File: src/rtl/am386_bus_ctrl_if.sv
// Am386SX local-bus bundle between the CPU pins, the bus-cycle sequencer and
// the single on-FPGA target port.
//   slave  : the sequencer (samples CPU cycle definition, drives READY#/target req)
//   master : the CPU/target side (drives ADS#, cycle definition, target ack)
interface am386_bus_ctrl_if;
    localparam int unsigned ADDR_W = 23;
    localparam int unsigned BCD_W  = 4;
    localparam int unsigned BE_W   = 2;
    localparam int unsigned TYPE_W = 3;

    // CPU side
    logic              ads_n;
    logic [BCD_W-1:0]  bcd;
    logic [BE_W-1:0]   be_n;
    logic [ADDR_W-1:0] addr;
    logic              ready_n;
    logic              na_n;
    // Target side
    logic              tgt_req;
    logic [TYPE_W-1:0] tgt_type;
    logic [ADDR_W-1:0] tgt_addr;
    logic [BE_W-1:0]   tgt_be_n;
    logic              tgt_lock;
    logic              tgt_ack;
    // Status
    logic              data_oe;
    logic              busy;
    logic              timeout_err;

    modport slave (
        input  ads_n, bcd, be_n, addr, tgt_ack,
        output ready_n, na_n, tgt_req, tgt_type, tgt_addr, tgt_be_n, tgt_lock,
               data_oe, busy, timeout_err
    );

    modport master (
        output ads_n, bcd, be_n, addr, tgt_ack,
        input  ready_n, na_n, tgt_req, tgt_type, tgt_addr, tgt_be_n, tgt_lock,
               data_oe, busy, timeout_err
    );
endinterface

File: src/rtl/am386_bus_ctrl.sv
// Am386SX bus-cycle sequencer. Tracks the CLK2 phase, accepts ADS# at the end
// of T1, latches the cycle definition, hands forwarded cycles to the target
// over tgt_req/tgt_ack, inserts wait states and drives READY#. Halt/shutdown
// and undefined cycles complete internally. NA# is tied inactive.
// Ports:
//   clk   : CLK2 (one bus state = two clk)
//   reset : synchronous, active-high, shared with the CPU
//   bus   : am386_bus_ctrl_if.slave (CPU pins, target handshake, status)
// Parameters:
//   WAIT_MIN : extra T2 states beyond the one-wait-state minimum
//   TIMEOUT  : REQ bus states without ack before the watchdog fires
// Optional feature: define AM386_BUS_TIMEOUT_EN to enable the REQ watchdog;
// otherwise REQ waits indefinitely and timeout_err stays 0.
module am386_bus_ctrl #(
    parameter int unsigned WAIT_MIN = 0,
    parameter int unsigned TIMEOUT  = 255
) (
    input  logic            clk,
    input  logic            reset,
    am386_bus_ctrl_if.slave bus
);
    localparam int unsigned WC_W = $clog2(WAIT_MIN + 2);
    localparam int unsigned TO_W = $clog2(TIMEOUT + 2);

    typedef enum logic [1:0] {IDLE, REQ, RDY} state_t;

    state_t          state;
    logic            ph;
    logic [WC_W-1:0] wait_cnt;
    logic [TO_W-1:0] to_cnt;
    logic            ack_flag;
    logic            is_read;

    logic accept_c;
    logic internal_c;
    logic ack_now_c;
    logic wait_ok_c;
    logic to_fire_c;

    // Address pipelining is never offered.
    assign bus.na_n = 1'b1;

    // Per-edge decode of the sampled CPU/target inputs.
    always_comb begin
        accept_c   = 1'b0;
        internal_c = 1'b0;
        ack_now_c  = 1'b0;
        wait_ok_c  = 1'b0;
        to_fire_c  = 1'b0;
        // ADS# only counts at the end of T1, from IDLE or on the RDY exit edge.
        accept_c   = ph && !bus.ads_n && (state == IDLE || state == RDY);
        // D/C#=0 with W/R#=1 is halt/shutdown (101) or undefined (001).
        internal_c = (bus.bcd[1:0] == 2'b01);
        ack_now_c  = bus.tgt_ack && !ack_flag;
        wait_ok_c  = (wait_cnt >= WC_W'(WAIT_MIN));
`ifdef AM386_BUS_TIMEOUT_EN
        to_fire_c  = ph && !ack_flag && !bus.tgt_ack && (to_cnt == TO_W'(TIMEOUT - 1));
`else
        to_fire_c  = 1'b0;
`endif
    end

    // Phase tracking, cycle FSM and registered outputs.
    always_ff @(posedge clk) begin
        if (reset) begin
            ph              <= 1'b0;
            state           <= IDLE;
            wait_cnt        <= '0;
            to_cnt          <= '0;
            ack_flag        <= 1'b0;
            is_read         <= 1'b0;
            bus.ready_n     <= 1'b1;
            bus.tgt_req     <= 1'b0;
            bus.tgt_type    <= '0;
            bus.tgt_addr    <= '0;
            bus.tgt_be_n    <= '0;
            bus.tgt_lock    <= 1'b0;
            bus.data_oe     <= 1'b0;
            bus.busy        <= 1'b0;
            bus.timeout_err <= 1'b0;
        end else begin
            ph              <= ~ph;
            bus.timeout_err <= 1'b0;

            case (state)
                IDLE: ;
                REQ: begin
                    // First ack only; later acks in REQ are ignored.
                    if (ack_now_c) begin
                        ack_flag    <= 1'b1;
                        bus.tgt_req <= 1'b0;
                        bus.data_oe <= is_read;
                    end
                    if (ph) begin
                        if (wait_cnt != '1)
                            wait_cnt <= wait_cnt + WC_W'(1);
                        if (!ack_flag && to_cnt != '1)
                            to_cnt <= to_cnt + TO_W'(1);
                        if ((ack_flag || bus.tgt_ack) && wait_ok_c) begin
                            state       <= RDY;
                            bus.ready_n <= 1'b0;
                        end else if (to_fire_c) begin
                            // Watchdog: finish with the bus floating (reads FFFFh).
                            state           <= RDY;
                            bus.ready_n     <= 1'b0;
                            bus.tgt_req     <= 1'b0;
                            bus.timeout_err <= 1'b1;
                        end
                    end
                end
                RDY: begin
                    if (ph) begin
                        state       <= IDLE;
                        bus.ready_n <= 1'b1;
                        bus.data_oe <= 1'b0;
                        bus.busy    <= 1'b0;
                    end
                end
                default: state <= IDLE;
            endcase

            // New cycle overrides the RDY exit when ADS# lands on the same edge.
            if (accept_c) begin
                state        <= REQ;
                bus.busy     <= 1'b1;
                bus.tgt_type <= bus.bcd[2:0];
                bus.tgt_addr <= bus.addr;
                bus.tgt_be_n <= bus.be_n;
                bus.tgt_lock <= ~bus.bcd[3];
                wait_cnt     <= '0;
                to_cnt       <= '0;
                ack_flag     <= internal_c;
                bus.tgt_req  <= ~internal_c;
                is_read      <= ~bus.bcd[0];
            end
        end
    end
endmodule
File: src/flat_wrapper.sv
// flat-port wrapper written by rule: the top's interface ports become plain ports
module am386_bus_ctrl_flat 
#(
    parameter int unsigned WAIT_MIN = 0,
    parameter int unsigned TIMEOUT  = 255
)
  (clk, reset, bus_ads_n, bus_bcd, bus_be_n, bus_addr, bus_tgt_ack, bus_ready_n, bus_na_n, bus_tgt_req, bus_tgt_type, bus_tgt_addr, bus_tgt_be_n, bus_tgt_lock, bus_data_oe, bus_busy, bus_timeout_err);
  am386_bus_ctrl_if bus_i ();
  input  logic clk;
  input  logic reset;
  input wire logic [$bits(bus_i.ads_n)-1:0] bus_ads_n;
  input wire logic [$bits(bus_i.bcd)-1:0] bus_bcd;
  input wire logic [$bits(bus_i.be_n)-1:0] bus_be_n;
  input wire logic [$bits(bus_i.addr)-1:0] bus_addr;
  input wire logic [$bits(bus_i.tgt_ack)-1:0] bus_tgt_ack;
  output wire logic [$bits(bus_i.ready_n)-1:0] bus_ready_n;
  output wire logic [$bits(bus_i.na_n)-1:0] bus_na_n;
  output wire logic [$bits(bus_i.tgt_req)-1:0] bus_tgt_req;
  output wire logic [$bits(bus_i.tgt_type)-1:0] bus_tgt_type;
  output wire logic [$bits(bus_i.tgt_addr)-1:0] bus_tgt_addr;
  output wire logic [$bits(bus_i.tgt_be_n)-1:0] bus_tgt_be_n;
  output wire logic [$bits(bus_i.tgt_lock)-1:0] bus_tgt_lock;
  output wire logic [$bits(bus_i.data_oe)-1:0] bus_data_oe;
  output wire logic [$bits(bus_i.busy)-1:0] bus_busy;
  output wire logic [$bits(bus_i.timeout_err)-1:0] bus_timeout_err;
  assign bus_i.ads_n = bus_ads_n;
  assign bus_i.bcd = bus_bcd;
  assign bus_i.be_n = bus_be_n;
  assign bus_i.addr = bus_addr;
  assign bus_i.tgt_ack = bus_tgt_ack;
  assign bus_ready_n = bus_i.ready_n;
  assign bus_na_n = bus_i.na_n;
  assign bus_tgt_req = bus_i.tgt_req;
  assign bus_tgt_type = bus_i.tgt_type;
  assign bus_tgt_addr = bus_i.tgt_addr;
  assign bus_tgt_be_n = bus_i.tgt_be_n;
  assign bus_tgt_lock = bus_i.tgt_lock;
  assign bus_data_oe = bus_i.data_oe;
  assign bus_busy = bus_i.busy;
  assign bus_timeout_err = bus_i.timeout_err;
  am386_bus_ctrl #(.WAIT_MIN(WAIT_MIN), .TIMEOUT(TIMEOUT)) u_core (.clk(clk), .reset(reset), .bus(bus_i));
endmodule
File: config.mk
export PLATFORM = sky130hd
export DESIGN_NAME = am386_bus_ctrl_flat
export DESIGN_NICKNAME = d
export VERILOG_FILES = /design/src/rtl/am386_bus_ctrl_if.sv /design/src/rtl/am386_bus_ctrl.sv /design/src/flat_wrapper.sv
export SDC_FILE = /design/constraint.sdc
export NUM_CORES = 1
export LEC_CHECK = 0
export CAP_MARGIN = 40
export CORE_UTILIZATION = 40
export DETAILED_ROUTE_END_ITERATION = 16
export DONT_BUFFER_PORTS = 1
export GPL_ROUTABILITY_DRIVEN = 0
export PLACE_DENSITY = 0.62
export SYNTH_ARGS = -nofsm -noshare
export SYNTH_HDL_FRONTEND = slang
export SYNTH_SLANG_ARGS = --single-unit
File: constraint.sdc
create_clock -name clk -period 2.9 [get_ports clk]
set_clock_uncertainty 0.2 [all_clocks]
set_input_delay 0.58 -clock clk [delete_from_list [all_inputs] [get_ports clk]]
set_output_delay 0.58 -clock clk [all_outputs]
set_load 0.01 [all_outputs]
Word level (Yosys, flattened, before mapping)
Index checks and enable logic that the tools add are counted.
- register bits after elaboration: 39
- input port bits: 33
- output and inout bits: 35
- logic and storage cells: 75
- add/sub/neg operators: 1
- order comparisons: 1
- equality and inequality tests: 11
- mux-type cells: 21
- bitwise gates (word level): 5
- reduce and logical (&&, ||, !) cells: 22
- operators by type and width (cell ; count):
    $mux W1 ; 15
    $reduce_and A4 Y1 ; 3
    $ne A2 B1 Y1 const B ; 5
    $reduce_bool A2 Y1 ; 5
    $ne A3 B1 Y1 const B ; 3
    $mux W2 ; 3
    $pmux W2 S3 ; 1
    $reduce_and A2 Y1 ; 3
    $not A1 Y1 ; 5
    $eq A2 B1 Y1 const B ; 2
    $logic_and A1 B1 Y1 ; 4
    $pmux W1 S2 ; 2
    $reduce_and A3 Y1 ; 1
    $eq A2 B2 Y1 const B ; 1
    $logic_not A1 Y1 ; 2
    $logic_not A2 Y1 ; 1
    $logic_or A1 B1 Y1 ; 2
    $reduce_or A2 Y1 ; 1
    $add A1 B1 Y1 const B ; 1
    $ge A1 B1 Y1 const B ; 1

Logic depth before layout (Yosys ltp)
- depth in word-level cells: 6
- depth in mapped cells: 4
- mapped depth without buffers: 3

Worst setup path before layout
No wires, ideal clock.
- path kind: input to register
- start point: input bus_ads_n
- end point: register u_core.bus.tgt_type[0]
- library setup time: 132 ps
- arrival: 1224 ps
- required time: 2568 ps
- slack: 1343 ps
- cell stages on the path: 4
- path buffers: 1
- path through: or3b_4 > buf_6 > nand2_1 > a21oi_2
- word-level cells in the longest chain between the ends: 3
- RTL lines (what ; RTL line ; text):
    start: declaration ; flat_wrapper.sv:11 ; input wire logic [$bits(bus_i.ads_n)-1:0] bus_ads_n;
    $logic_not A1 Y1 ; am386_bus_ctrl.sv:51 ; accept_c = ph && !bus.ads_n && (state == IDLE || state == RDY);
    $logic_and A1 B1 Y1 (2 in series) ; am386_bus_ctrl.sv:51 ;
    end signal: assignment ; am386_bus_ctrl.sv:126 ; bus.tgt_type <= bus.bcd[2:0];
    end: declaration ; am386_bus_ctrl_if.sv:32 ; output ready_n, na_n, tgt_req, tgt_type, tgt_addr, tgt_be_n, tgt_lock,
Every way passes these cells.
A chain may end at the register's enable or synchronous reset.

Final worst setup path
- start point: register u_core.ph
- end point: register u_core.ack_flag
- word-level cells in the longest chain between the ends: 4
- elaborated cells between the ends (all ways): 6
- RTL lines (what ; RTL line ; text):
    start: declaration ; am386_bus_ctrl.sv:28 ; logic ph;
    start signal: assignment ; am386_bus_ctrl.sv:82 ; ph <= ~ph;
    $logic_and A1 B1 Y1 * (2 in series) ; am386_bus_ctrl.sv:51 ;
    $reduce_bool A2 Y1 (no source line) ; -- ;
    $reduce_and A2 Y1 (no source line) ; -- ;
    end signal: assignment ; am386_bus_ctrl.sv:132 ; ack_flag <= internal_c;
    end: declaration ; am386_bus_ctrl.sv:31 ; logic ack_flag;
Every way passes the cells marked *; elsewhere a longest branch is shown, timed or not.

==> metrics.txt <==
# TYPE chip_impl_metric gauge
chip_impl_info{name="outcome",value="completed"} 1
chip_impl_metric{name="placeableCoreArea",unit="um^2"} 3360
chip_impl_metric{name="area_growth_syn_to_layout",unit="%"} 1.23
chip_impl_metric{name="antenna-diode-count",unit=""} 0
chip_impl_metric{name="drc_viols",unit=""} 0
chip_impl_metric{name="number_of_nets_in_the_layout",unit=""} 195
chip_impl_info{name="hold_path.class",value="in2reg"} 1
chip_impl_info{name="endpoint_of_the_worst_hold_timing_path",value="u_core.state[0]"} 1
chip_impl_metric{name="cp.required",unit="ns"} 2.92
chip_impl_info{name="rr_startpoint",value="u_core.ph"} 1
chip_impl_info{name="timing.hold.worst.start",value="reset"} 1
chip_impl_metric{name="r2r.worst_path.cells",unit=""} 4
chip_impl_metric{name="crit_path_max_fanout",unit=""} 35
chip_impl_metric{name="power.switching",unit="W"} 0.000208
chip_impl_metric{name="start_util",unit=""} 0.422
chip_impl_metric{name="final_cell_count_no_fill",unit=""} 207
chip_impl_metric{name="cts_hold_repair.buffers",unit=""} 0
chip_impl_metric{name="insertion_delay",unit="ns"} 0.32
chip_impl_metric{name="cts_buffer_depth",unit=""} 2
chip_impl_metric{name="final_period_minus_worst_setup_slack",unit="ns"} 1.61
chip_impl_metric{name="vias_per_cell",unit=""} 5.28
chip_impl_metric{name="design.die.area",unit="um^2"} 3790
chip_impl_metric{name="drv_cap",unit=""} 0
chip_impl_metric{name="syn-num-nets",unit=""} 199
chip_impl_metric{name="place.detailed.hpwl",unit="um"} 2000
chip_impl_metric{name="grt_remaining_overflow",unit=""} 0
chip_impl_info{name="grt_setup_unrepaired",value="no"} 1
chip_impl_metric{name="syn_inst",unit=""} 166
chip_impl_metric{name="fp.dieH",unit="um"} 61.6
chip_impl_metric{name="final_core_util",unit=""} 0.427
chip_impl_metric{name="port_buffers",unit=""} 0
chip_impl_info{name="r2r_end",value="u_core.ack_flag"} 1
chip_impl_metric{name="layout.filler_cells",unit=""} 380
chip_impl_metric{name="report.final.hold_viol_count",unit=""} 0
chip_impl_metric{name="irDropWorstVdd",unit="uV"} 252
chip_impl_metric{name="netlist_area",unit="um^2"} 1420
chip_impl_metric{name="ys_types",unit=""} 25
chip_impl_metric{name="worstHoldPathCells",unit=""} 1
chip_impl_metric{name="row_count",unit=""} 21
chip_impl_info{name="synthFlopType",value="dfxtp_1"} 1
chip_impl_metric{name="cts_made_buffers",unit=""} 5
chip_impl_metric{name="synth_async_sr_flop_share",unit=""} 0
chip_impl_metric{name="grt_start_max_net_pins",unit=""} 39
chip_impl_metric{name="detail_route.wl_per_cell",unit="um"} 14.0
chip_impl_metric{name="num_io_pins",unit=""} 68
chip_impl_metric{name="cts.repair.resized",unit=""} 0
chip_impl_metric{name="dp.cells",unit=""} 201
chip_impl_metric{name="logic_pwr_share",unit=""} 0.062
chip_impl_metric{name="p_leak",unit="nW"} 0.481
chip_impl_metric{name="vias_in_the_first_global_route",unit=""} 940
chip_impl_metric{name="slew_viol_final",unit=""} 0
chip_impl_metric{name="yosys_warnings",unit=""} 0
chip_impl_metric{name="drt-pass1-iter-count",unit=""} 4
chip_impl_metric{name="initialDrtViolationCount",unit=""} 30
chip_impl_metric{name="setup_total_negative_slack",unit="ns"} 0
chip_impl_metric{name="register_area_share_after_synthesis",unit=""} 0.536
chip_impl_metric{name="cts-htree-levels",unit=""} 2
chip_impl_info{name="setup.worst_path.end_class",value="flop"} 1
chip_impl_metric{name="setup_viol_count_final",unit=""} 0
chip_impl_metric{name="clk_pin_slew",unit="ns"} 0.09
chip_impl_metric{name="power_per_cell_area",unit="nW/um^2"} 615
chip_impl_metric{name="route.final.wire_length",unit="um"} 2900
chip_impl_metric{name="post-cts-setup-buffer-count",unit=""} 0
chip_impl_metric{name="drtAntennaViolNets",unit=""} 0
chip_impl_metric{name="gr-usage-all-layers",unit=""} 0.149
chip_impl_metric{name="layout_worst_path_cycle_share",unit=""} 0.557
chip_impl_metric{name="dieWidth",unit="um"} 61.6
chip_impl_metric{name="setup.reg_to_reg.worst_slack",unit="ns"} 1.29
chip_impl_metric{name="syn_area_per_cell",unit="um^2"} 8.55
chip_impl_metric{name="power_report.internal_total",unit="W"} 0.000677
chip_impl_info{name="cts_tree",value="yes"} 1
chip_impl_metric{name="clock_power_share",unit=""} 0.291
chip_impl_info{name="cts_root_buf",value="clkbuf_4"} 1
chip_impl_metric{name="first_pass_grt_wire_length",unit="um"} 3910
chip_impl_metric{name="numClockSinks",unit=""} 38
chip_impl_info{name="setup.worst_path.class",value="reg2reg"} 1
chip_impl_metric{name="design_power_total",unit="W"} 0.000885
chip_impl_metric{name="ys_ff_latch",unit=""} 38
chip_impl_metric{name="max_freq",unit="MHz"} 619
chip_impl_metric{name="fin_area",unit="um^2"} 1440
chip_impl_info{name="worstSetupStartpointType",value="flop"} 1
chip_impl_metric{name="synth-edff-count",unit=""} 0
chip_impl_metric{name="placed_area",unit="um^2"} 1390
chip_impl_metric{name="fraction_of_layout_instances_using_a_drive_strength_above_1",unit=""} 0.0807
chip_impl_metric{name="antenna_found_initial",unit=""} 0
chip_impl_metric{name="worst-endpoint-arrival",unit="ns"} 1.63
chip_impl_metric{name="via_count",unit=""} 1093
chip_impl_metric{name="seq_power_share",unit=""} 0.647
chip_impl_metric{name="switching_share",unit=""} 0.235
[layout make-up]
class / instances / area (um^2) / share of cell area
clock buffers: 6 / 51.3 / 0.0357
inverters: 2 / 7.51 / 0.00522
multi-input cells: 114 / 553 / 0.385
flip-flops and latches: 38 / 761 / 0.529
well taps: 46 / 57.6 / 0.0400
repair buffers: 1 / 7.51 / 0.00522
[state kept, by name (all words and copies together) (netlist names)]
name                 count
u_core.bus.data_oe       1
u_core.ack_flag          1
u_core.bus.ready_n       1
u_core.bus.tgt_lock      1
u_core.is_read           1
u_core.bus.tgt_req       1
u_core.bus.tgt_addr     23
u_core.bus.tgt_be_n      2
u_core.ph                1
u_core.bus.tgt_type      3
u_core.bus.busy          1
u_core.state             2
[critical path: stages, from the launching register on]
cell and delay (ns):
dfxtp_1 0.42, nor3b_4 0.19, buf_4 0.34, o21ai_0 0.18, nor3b_1 0.17
[power groups by stage]
| stage | registers, W | clock network [W] | logic (W) |
|---|---|---|---|
| final | 0.000572 | 0.000257 | 0.0000550 |
| after global routing | 0.000576 | 0.000295 | 0.0000631 |
| after CTS | 0.000572 | 0.000271 | 0.0000559 |
| after detailed placement | 0.000584 | 0 | 0.0000560 |
| after global placement | 0.000584 | 0 | 0.0000520 |
| after floorplan | 0.000579 | 0 | 0.0000641 |
[worst max path at each step]
stage,cells after the start,startpoint,slack [ns],endpoint
after floorplan,4,bus_ads_n,1.34,u_core.bus.tgt_type[0]
after global placement,4,bus_ads_n,1.19,u_core.ack_flag
after detailed placement,4,bus_ads_n,1.13,u_core.ack_flag
after CTS,4,u_core.ph,1.28,u_core.ack_flag
after global routing,4,u_core.ph,1.22,u_core.ack_flag
final,4,u_core.ph,1.29,u_core.ack_flag
[per-layer routing]
metal  part of all wire  track usage  wire [um]  vias up
met4              0.018       0.0667         53        0
met2               0.53        0.276       1520       47
met5                  0            0          0        -
li1                   -            -          -      533
met3              0.081       0.0819        234        5
met1               0.37        0.130       1080      508
[stage by stage]
step	worst slack, ns	hold slack, ns
after floorplan	1.34	0.232
after global placement	1.19	0.249
after detailed placement	1.13	0.260
after CTS	1.28	0.0837
after global routing	1.22	0.0650
final	1.29	0.110
[cell usage after synthesis, drive strengths merged, types with 2 or more instances]
library cell | instances | share of area
nor3b | 2 | 0.019
a211oi | 2 | 0.011
nand2 | 57 | 0.15
o21ai | 3 | 0.011
buf | 11 | 0.067
conb | 2 | 0.0053
dfxtp | 38 | 0.54
nor2 | 4 | 0.011
a21oi | 33 | 0.12
nand3 | 3 | 0.014
nand3b | 2 | 0.011
inv | 2 | 0.0053
[cell families (layout without fill, tap and decap cells)]
logic type | Yosys count | in the layout | share of synthesized area
other | 2 | 2 | 0.00529
flip-flops | 38 | 38 | 0.536
buffers and inverters | 14 | 9 | 0.0749
AND/OR/NAND/NOR | 73 | 73 | 0.235
AO/OA/AOI/OAI | 39 | 39 | 0.149
[placed cells by master, fill, tap and decap left out]
cell type / instances
nand3_1: 2
buf_4: 1
nand3_2: 1
or3b_4: 1
o21ai_0: 3
inv_1: 2
nand4bb_1: 1
nor3_1: 1
a31o_2: 1
clkbuf_8: 1
nand3b_1: 2
dfxtp_1: 38
clkbuf_4: 5
a211oi_1: 2
nor4_1: 1
conb_1: 2
nor2_1: 4
nor3b_1: 1
nor4bb_1: 1
nand2_1: 57
nor3b_4: 1
a21oi_1: 31
a21oi_2: 2
No activity file was read; power rests on OpenSTA's default activity.
